### src/rtl/fetch_pkg.sv
// Shared types and constants for the instruction fetch stage.
package fetch_pkg;

   localparam int unsigned XLEN       = 32;
   localparam int unsigned INST_BYTES = 4;

   localparam logic [XLEN-1:0] NOP_INST = 32'h0000_0000;

   // StFault is only reachable when FETCH_BOUNDS_EN is defined.
   typedef enum logic [1:0] {
      StBoot,
      StRun,
      StHold,
      StFault
   } fetch_state_e;

   function automatic logic [XLEN-1:0] next_pc(input logic [XLEN-1:0] pc);
      return pc + XLEN'(INST_BYTES);
   endfunction

endpackage

### src/rtl/instruction_fetch_if.sv
// Fetch-stage bus: memory read port, decode handshake/redirect, IF/ID register.
// Fault exists only when FETCH_BOUNDS_EN is defined.
interface instruction_fetch_if;
   import fetch_pkg::*;

   logic [XLEN-1:0] Addr;
   logic [XLEN-1:0] Inst;
   logic            Stall;
   logic            Redirect;
   logic [XLEN-1:0] Target;
   logic [XLEN-1:0] IfId_Inst;
   logic [XLEN-1:0] IfId_PC;
   logic [XLEN-1:0] IfId_PC4;
   logic            IfId_Valid;
`ifdef FETCH_BOUNDS_EN
   logic            Fault;
`endif

   modport master (
      input  Inst, Stall, Redirect, Target,
`ifdef FETCH_BOUNDS_EN
      output Fault,
`endif
      output Addr, IfId_Inst, IfId_PC, IfId_PC4, IfId_Valid
   );

   modport slave (
      output Inst, Stall, Redirect, Target,
`ifdef FETCH_BOUNDS_EN
      input  Fault,
`endif
      input  Addr, IfId_Inst, IfId_PC, IfId_PC4, IfId_Valid
   );

endinterface

### src/rtl/fetch_skid_buf.sv
// One-entry {inst, pc, valid} holding register catching the in-flight fetch during a stall.
module fetch_skid_buf
   import fetch_pkg::*;
(
   input  logic            Clk,
   input  logic            Rst_n,
   input  logic            i_load,
   input  logic            i_clear,
   input  logic            i_drain,
   input  logic [XLEN-1:0] i_inst,
   input  logic [XLEN-1:0] i_pc,
   input  logic            i_valid,
   output logic [XLEN-1:0] o_inst,
   output logic [XLEN-1:0] o_pc,
   output logic            o_valid
);

   logic [XLEN-1:0] r_inst;
   logic [XLEN-1:0] r_pc;
   logic            r_valid;

   // Clear beats load: a redirect squashes whatever was being captured.
   always_ff @(posedge Clk or negedge Rst_n) begin
      if (!Rst_n) begin
         r_inst  <= NOP_INST;
         r_pc    <= '0;
         r_valid <= 1'b0;
      end else if (i_clear) begin
         r_inst  <= NOP_INST;
         r_pc    <= '0;
         r_valid <= 1'b0;
      end else if (i_load) begin
         r_inst  <= i_inst;
         r_pc    <= i_pc;
         r_valid <= i_valid;
      end else if (i_drain) begin
         r_valid <= 1'b0;
      end
   end

   assign o_inst  = r_inst;
   assign o_pc    = r_pc;
   assign o_valid = r_valid;

endmodule

### src/rtl/instruction_fetch.sv
// Fetch stage: PC, alignment of one-cycle-late Inst with its PC, stall skid, redirect squash.
// Defining FETCH_BOUNDS_EN adds an out-of-range fetch check with a sticky Fault state.
module instruction_fetch
   import fetch_pkg::*;
#(
   parameter logic [XLEN-1:0] RESET_PC  = 32'h0000_0000,
   parameter int unsigned     MEM_WORDS = 256
) (
   input logic                 Clk,
   input logic                 Rst_n,
   instruction_fetch_if.master if_bus
);

   localparam logic [XLEN-1:0] ResetPc = {RESET_PC[XLEN-1:2], 2'b00};

   fetch_state_e    r_state;
   logic [XLEN-1:0] r_pc;
   logic [XLEN-1:0] r_req_pc;
   logic            r_req_valid;
   logic [XLEN-1:0] r_ifid_inst;
   logic [XLEN-1:0] r_ifid_pc;
   logic [XLEN-1:0] r_ifid_pc4;
   logic            r_ifid_valid;

   logic [XLEN-1:0] w_target;
   logic [XLEN-1:0] w_sk_inst;
   logic [XLEN-1:0] w_sk_pc;
   logic            w_sk_valid;
   logic            w_redirect;
   logic            w_advance;
   logic            w_drain;
   logic            w_issue;
   logic            w_sk_load;
   logic            w_sk_clear;

`ifdef FETCH_BOUNDS_EN
   localparam logic [XLEN:0] MemBytes = (XLEN+1)'(MEM_WORDS) * (XLEN+1)'(INST_BYTES);

   logic r_fault;
   logic w_oob;

   assign w_oob        = {1'b0, r_pc} >= MemBytes;
   assign if_bus.Fault = r_fault;
`else
   // Without the bounds check the memory aliases addresses through its own index bits.
   logic w_unused_mem_words;
   assign w_unused_mem_words = ^MEM_WORDS;
`endif

   always_comb begin
      w_target   = if_bus.Target & ~32'h0000_0003;
      w_redirect = if_bus.Redirect && (r_state != StFault);
      w_advance  = !w_redirect &&
                   ((r_state == StBoot) || ((r_state == StRun) && !if_bus.Stall));
      w_drain    = !w_redirect && (r_state == StHold) && !if_bus.Stall;
      w_issue    = w_advance || w_drain;
      w_sk_load  = !w_redirect && (r_state == StRun) && if_bus.Stall;
      w_sk_clear = w_redirect;
   end

   fetch_skid_buf u_skid (
      .Clk     (Clk),
      .Rst_n   (Rst_n),
      .i_load  (w_sk_load),
      .i_clear (w_sk_clear),
      .i_drain (w_drain),
      .i_inst  (if_bus.Inst),
      .i_pc    (r_req_pc),
      .i_valid (r_req_valid),
      .o_inst  (w_sk_inst),
      .o_pc    (w_sk_pc),
      .o_valid (w_sk_valid)
   );

   always_ff @(posedge Clk or negedge Rst_n) begin
      if (!Rst_n) begin
         r_state      <= StBoot;
         r_pc         <= ResetPc;
         r_req_pc     <= '0;
         r_req_valid  <= 1'b0;
         r_ifid_inst  <= NOP_INST;
         r_ifid_pc    <= '0;
         r_ifid_pc4   <= '0;
         r_ifid_valid <= 1'b0;
`ifdef FETCH_BOUNDS_EN
         r_fault      <= 1'b0;
`endif
      end else if (w_redirect) begin
         // IF/ID payload is left alone; only the valid bit is squashed.
         r_pc         <= w_target;
         r_req_valid  <= 1'b0;
         r_ifid_valid <= 1'b0;
         r_state      <= StBoot;
      end else begin
         if (w_advance) begin
            r_ifid_inst  <= if_bus.Inst;
            r_ifid_pc    <= r_req_pc;
            r_ifid_pc4   <= next_pc(r_req_pc);
            r_ifid_valid <= r_req_valid;
         end else if (w_drain) begin
            r_ifid_inst  <= w_sk_inst;
            r_ifid_pc    <= w_sk_pc;
            r_ifid_pc4   <= next_pc(w_sk_pc);
            r_ifid_valid <= w_sk_valid;
         end

         unique case (r_state)
            StBoot:  r_state <= StRun;
            StRun:   if (if_bus.Stall) r_state <= StHold;
            StHold:  if (!if_bus.Stall) r_state <= StRun;
            StFault: if (!if_bus.Stall) r_ifid_valid <= 1'b0;
         endcase

         // Issue the current PC; the bounds check overrides the state written above.
         if (w_issue) begin
`ifdef FETCH_BOUNDS_EN
            if (w_oob) begin
               r_req_valid <= 1'b0;
               r_fault     <= 1'b1;
               r_state     <= StFault;
            end else
`endif
            begin
               r_req_pc    <= r_pc;
               r_req_valid <= 1'b1;
               r_pc        <= next_pc(r_pc);
            end
         end
      end
   end

   assign if_bus.Addr       = r_pc;
   assign if_bus.IfId_Inst  = r_ifid_inst;
   assign if_bus.IfId_PC    = r_ifid_pc;
   assign if_bus.IfId_PC4   = r_ifid_pc4;
   assign if_bus.IfId_Valid = r_ifid_valid;

endmodule

### src/flat_wrapper.sv
// flat-port wrapper written by rule: the top's interface ports become plain ports
module instruction_fetch_flat import fetch_pkg::*;
#(
   parameter logic [XLEN-1:0] RESET_PC  = 32'h0000_0000,
   parameter int unsigned     MEM_WORDS = 256
)
  (Clk, Rst_n, if_bus_Inst, if_bus_Stall, if_bus_Redirect, if_bus_Target, if_bus_Addr, if_bus_IfId_Inst, if_bus_IfId_PC, if_bus_IfId_PC4, if_bus_IfId_Valid);
  instruction_fetch_if if_bus_i ();
  input logic Clk;
  input logic Rst_n;
  input wire logic [$bits(if_bus_i.Inst)-1:0] if_bus_Inst;
  input wire logic [$bits(if_bus_i.Stall)-1:0] if_bus_Stall;
  input wire logic [$bits(if_bus_i.Redirect)-1:0] if_bus_Redirect;
  input wire logic [$bits(if_bus_i.Target)-1:0] if_bus_Target;
  output wire logic [$bits(if_bus_i.Addr)-1:0] if_bus_Addr;
  output wire logic [$bits(if_bus_i.IfId_Inst)-1:0] if_bus_IfId_Inst;
  output wire logic [$bits(if_bus_i.IfId_PC)-1:0] if_bus_IfId_PC;
  output wire logic [$bits(if_bus_i.IfId_PC4)-1:0] if_bus_IfId_PC4;
  output wire logic [$bits(if_bus_i.IfId_Valid)-1:0] if_bus_IfId_Valid;
  assign if_bus_i.Inst = if_bus_Inst;
  assign if_bus_i.Stall = if_bus_Stall;
  assign if_bus_i.Redirect = if_bus_Redirect;
  assign if_bus_i.Target = if_bus_Target;
  assign if_bus_Addr = if_bus_i.Addr;
  assign if_bus_IfId_Inst = if_bus_i.IfId_Inst;
  assign if_bus_IfId_PC = if_bus_i.IfId_PC;
  assign if_bus_IfId_PC4 = if_bus_i.IfId_PC4;
  assign if_bus_IfId_Valid = if_bus_i.IfId_Valid;
  instruction_fetch #(.RESET_PC(RESET_PC), .MEM_WORDS(MEM_WORDS)) u_core (.Clk(Clk), .Rst_n(Rst_n), .if_bus(if_bus_i));
endmodule
### config.mk
export PLATFORM = sky130hd
export DESIGN_NAME = instruction_fetch_flat
export DESIGN_NICKNAME = d
export VERILOG_FILES = /design/src/rtl/fetch_pkg.sv /design/src/rtl/instruction_fetch_if.sv /design/src/rtl/fetch_skid_buf.sv /design/src/rtl/instruction_fetch.sv /design/src/flat_wrapper.sv
export SDC_FILE = /design/constraint.sdc
export NUM_CORES = 1
export LEC_CHECK = 0
export BUFFER_PORTS_ARGS = -buffer_cell sky130_fd_sc_hd__buf_2
export CORE_MARGIN = 1
export CORE_UTILIZATION = 55
export DETAILED_ROUTE_END_ITERATION = 8
export PLACE_DENSITY = 0.78
export SYNTH_ARGS = -nofsm -noshare
export SYNTH_HDL_FRONTEND = slang
export SYNTH_HIERARCHICAL = 1
export SYNTH_SLANG_ARGS = --single-unit
### constraint.sdc
create_clock -name Clk -period 8.3 [get_ports Clk]
set_input_delay 1.245 -clock Clk [delete_from_list [all_inputs] [get_ports Clk]]
set_output_delay 1.245 -clock Clk [all_outputs]
set_load 0.01 [all_outputs]
==> metrics.csv <==
metric,value,unit
layout cell share with drive strength beyond 1,20.0,%
r2r startpoint,u_core/r_state[0],
die span in y,144,µm
worst reg-to-reg path cell count,10,
max-cap viol count,0,
"Cell Area, Synth",11100,µm²
core area,19600,µm²
number of global-route vias before repair,8862,
Pwr per Cell Area,256,nW/µm²
Critical path buffers and inverters,2,
post-route setup slack,4.49,ns
pins over their slew limit,0,
RSZ-0062 raised after global routing,no,
WHS Path Cells,2,
Multi-input gate area,5040,µm²
CTS sink cnt,223,
clk root buf,clkbuf_16,
Placer Congestion,0.862,
Yosys warnings,6,
Clock Latency Late Sink,0.51,ns
total number of vias,9428,
WHS,0.473,ns
largest area contributor in the netlist,dfrtp_1,
crit-path max FO,57,
Fill cells,1585,
Critical Path Stages,11,
CTS Buffer Depth,3,
final WL,27300,µm
Final nets,1406,
number of enable flip-flop cells after synthesis,0,
Setup Viol. Count Final,0,
"delay-heaviest family, CP",simple AND/OR/NAND/NOR gates,
max frequency,262,MHz
cts hold-fix bufs,0,
synthesized instance count,1183,
min-delay src,u_core/if_bus.IfId_PC[28],
largest net degree at the start of global routing,102,
top-count cell post-synth,nand2_1,
initial antenna violation count,0,
IO Count,197,
Worst Max-Slew Pin Slew,1.18,ns
"Req. time, crit path",8.68,ns
die area,20700,µm²
clock skew,0.00811,ns
drt first pass iters,5,
R2R Setup Slk,4.89,ns
synthesis-to-layout area growth,16.1,%
relative slew slack,21.2,%
most frequent cells after synthesis,"nand2_1 (263), dfrtp_1 (223), nor2_1 (136)",
Critical Path Max Stage Delay,0.57,ns
Remaining DRCs,0,
DP Wirelength,17300,µm
top post-synthesis cells by area,"dfrtp_1 (50%), nand2_1 (8.9%), mux2i_1 (8.5%)",
"Critical Path, Cell by Cell",buf_2 > a211oi_4 > buf_4 > nand2_1 > nand2_1 > ha_1 > nand2_1 > nor4_4 > o221ai_1 > xnor2_1 > a221o_1,
CP max-delay cell,buf_4,
Max VDD drop,151,µV
Max H-tree Level,1,
vias per cell,5.83,
total grt overflow,0,
async set-reset flop share out of synthesis,100,%
Die W,144,µm
Worst EP arrival,4.19,ns
status,completed,
period utilization,45.9,%
post_cts resized,0,
Routed wire per std cell,16.9,µm
post-route ant nets,0,
sequential cell area fraction in the yosys report,50.5,%
port buffer count,192,
crit path time final,3.81,ns
Clock transition at path regs,0.06,ns
FF/Latch Area,5580,µm²
post-CTS setup buffers,0,
DRT iter0 DRCs,775,
"Top cell by count, worst path",nand2_1,
post-route setup TNS,0,ns
final hold viol count,0,
Place WS,4.01,ns
leakage,6.06,nW
first-pass GRT wire length,45000,µm
number of diodes,0,
startpoint types,input pin,
initial core utilization,56.5,%
HP Class,reg2reg,
CP endpoint kind,register,
count of cell types in the netlist,68,
reg-to-reg endpoint,u_core/if_bus.IfId_PC4[18],
Critical path origin,if_bus_Stall,
cts bufs inserted,24,
synthesis-stage register bit count,223,
Worst Hold End,u_core/if_bus.IfId_PC[28],
TritonCTS clock tree,yes,
gr usage total,27.2,%
top_reg_cell synth,dfrtp_1,
Setup CP Type,in2reg,
mean area per synthesized cell,9.35,µm²
area share of the largest cell type after synthesis,50.5,%
Site Rows,51,
==> tightest hold or removal path: cells and delay by family, from the launching register on <==
kind | cells | cell delay, ns
flops | 1 | 0.33
compound gates | 1 | 0.06
simple gates | 1 | 0.05
==> metal layers <==
metal  vias up  wire length (µm)  GRT usage [%]
li1       4464                 -              -
met1      4503             12700           41.1
met2       415             11900           40.1
met3        46              2250           4.17
met4         0               488           8.17
met5         -                 0              0
==> metrics by stage <==
step | cells | util (%) | power (mW) | cell area, µm²
floorplan | 1186 | - | 1.92 | 11100
global placement | 1575 | 61.5 | 2.22 | 12000
detailed placement | 1575 | 61.5 | 2.24 | 12000
CTS | 1617 | 65.5 | 3.31 | 12800
global route | 1617 | 65.5 | 3.48 | 12800
finish | 1617 | 65.5 | 3.29 | 12800
==> logic make-up after synthesis <==
kind of cell               count (synthesis)  share of synthesized area (%)
xor gates and xnor gates                  22                           1.74
buffers and inverters                     88                           4.31
AOI/OAI and AO/OA                        204                           12.3
DFF                                      223                           50.5
muxes                                     97                           8.84
and+or+nand+nor                          544                           21.9
other                                      1                         0.0339
adders and majority gates                  4                          0.407
==> registers in the layout, summed over array words and instances (netlist names), 2 cells and up <==
register,cells
u_core/if_bus.IfId_Inst,32
u_core/r_state,2
u_core/if_bus.IfId_PC,32
u_core/r_req_pc,30
u_core/u_skid/o_inst,32
u_core/if_bus.Addr,30
u_core/if_bus.IfId_PC4,30
u_core/u_skid/o_pc,32
==> worst max-delay path by stage <==
stage / to / slack (ns)
6_report: u_core/if_bus.IfId_PC4[18] / 4.49
2_1_floorplan: u_core/if_bus.IfId_PC4[18] / 4.21
5_1_grt: u_core/if_bus.IfId_PC4[18] / 4.30
4_1_cts: u_core/if_bus.IfId_PC4[18] / 4.53
3_3_place_gp: u_core/if_bus.IfId_PC4[18] / 4.09
3_5_place_dp: u_core/if_bus.IfId_PC4[18] / 4.01
==> final cells by class <==
class / instances / share of cell area, %
repair buffers: 204 / 8.27
clock buffers: 30 / 5.25
multi-input cells: 875 / 39.3
clock inverters: 12 / 0.897
flip-flops and latches: 223 / 43.5
well taps: 265 / 2.58
inverters: 8 / 0.234
==> cell usage in the layout (no fill, tap or decap), drive strengths merged, types with 3 or more instances in the layout <==
| master | count |
|---|---|
| nand2 | 265 |
| dfrtp | 223 |
| mux2i | 95 |
| xnor2 | 11 |
| nand4 | 18 |
| nand2b | 3 |
| nor4b | 3 |
| or4 | 3 |
| o21ai | 62 |
| and3 | 20 |
| o21a | 3 |
| and4 | 3 |
| nor4 | 15 |
| o22ai | 4 |
| clkinv | 8 |
| buf | 204 |
| conb | 4 |
| inv | 8 |
| a21oi | 13 |
| nand3 | 41 |
| nor2 | 137 |
| nor3 | 20 |
| and2 | 3 |
| o311ai | 8 |
| a22oi | 11 |
| clkbuf | 30 |
| o31ai | 6 |
| a31oi | 49 |
| or3 | 5 |
| o221ai | 9 |
| a221o | 8 |
| o211ai | 13 |
| xor2 | 11 |
| a21o | 7 |
==> where the power goes <==
| part | switching, mW | internal [mW] | total [mW] |
|---|---|---|---|
| combinational | 0.443 | 0.289 | 0.732 |
| sequential | 0.205 | 1.29 | 1.50 |
| clock | 0.425 | 0.636 | 1.06 |
Power figures use the tool's default switching activity.
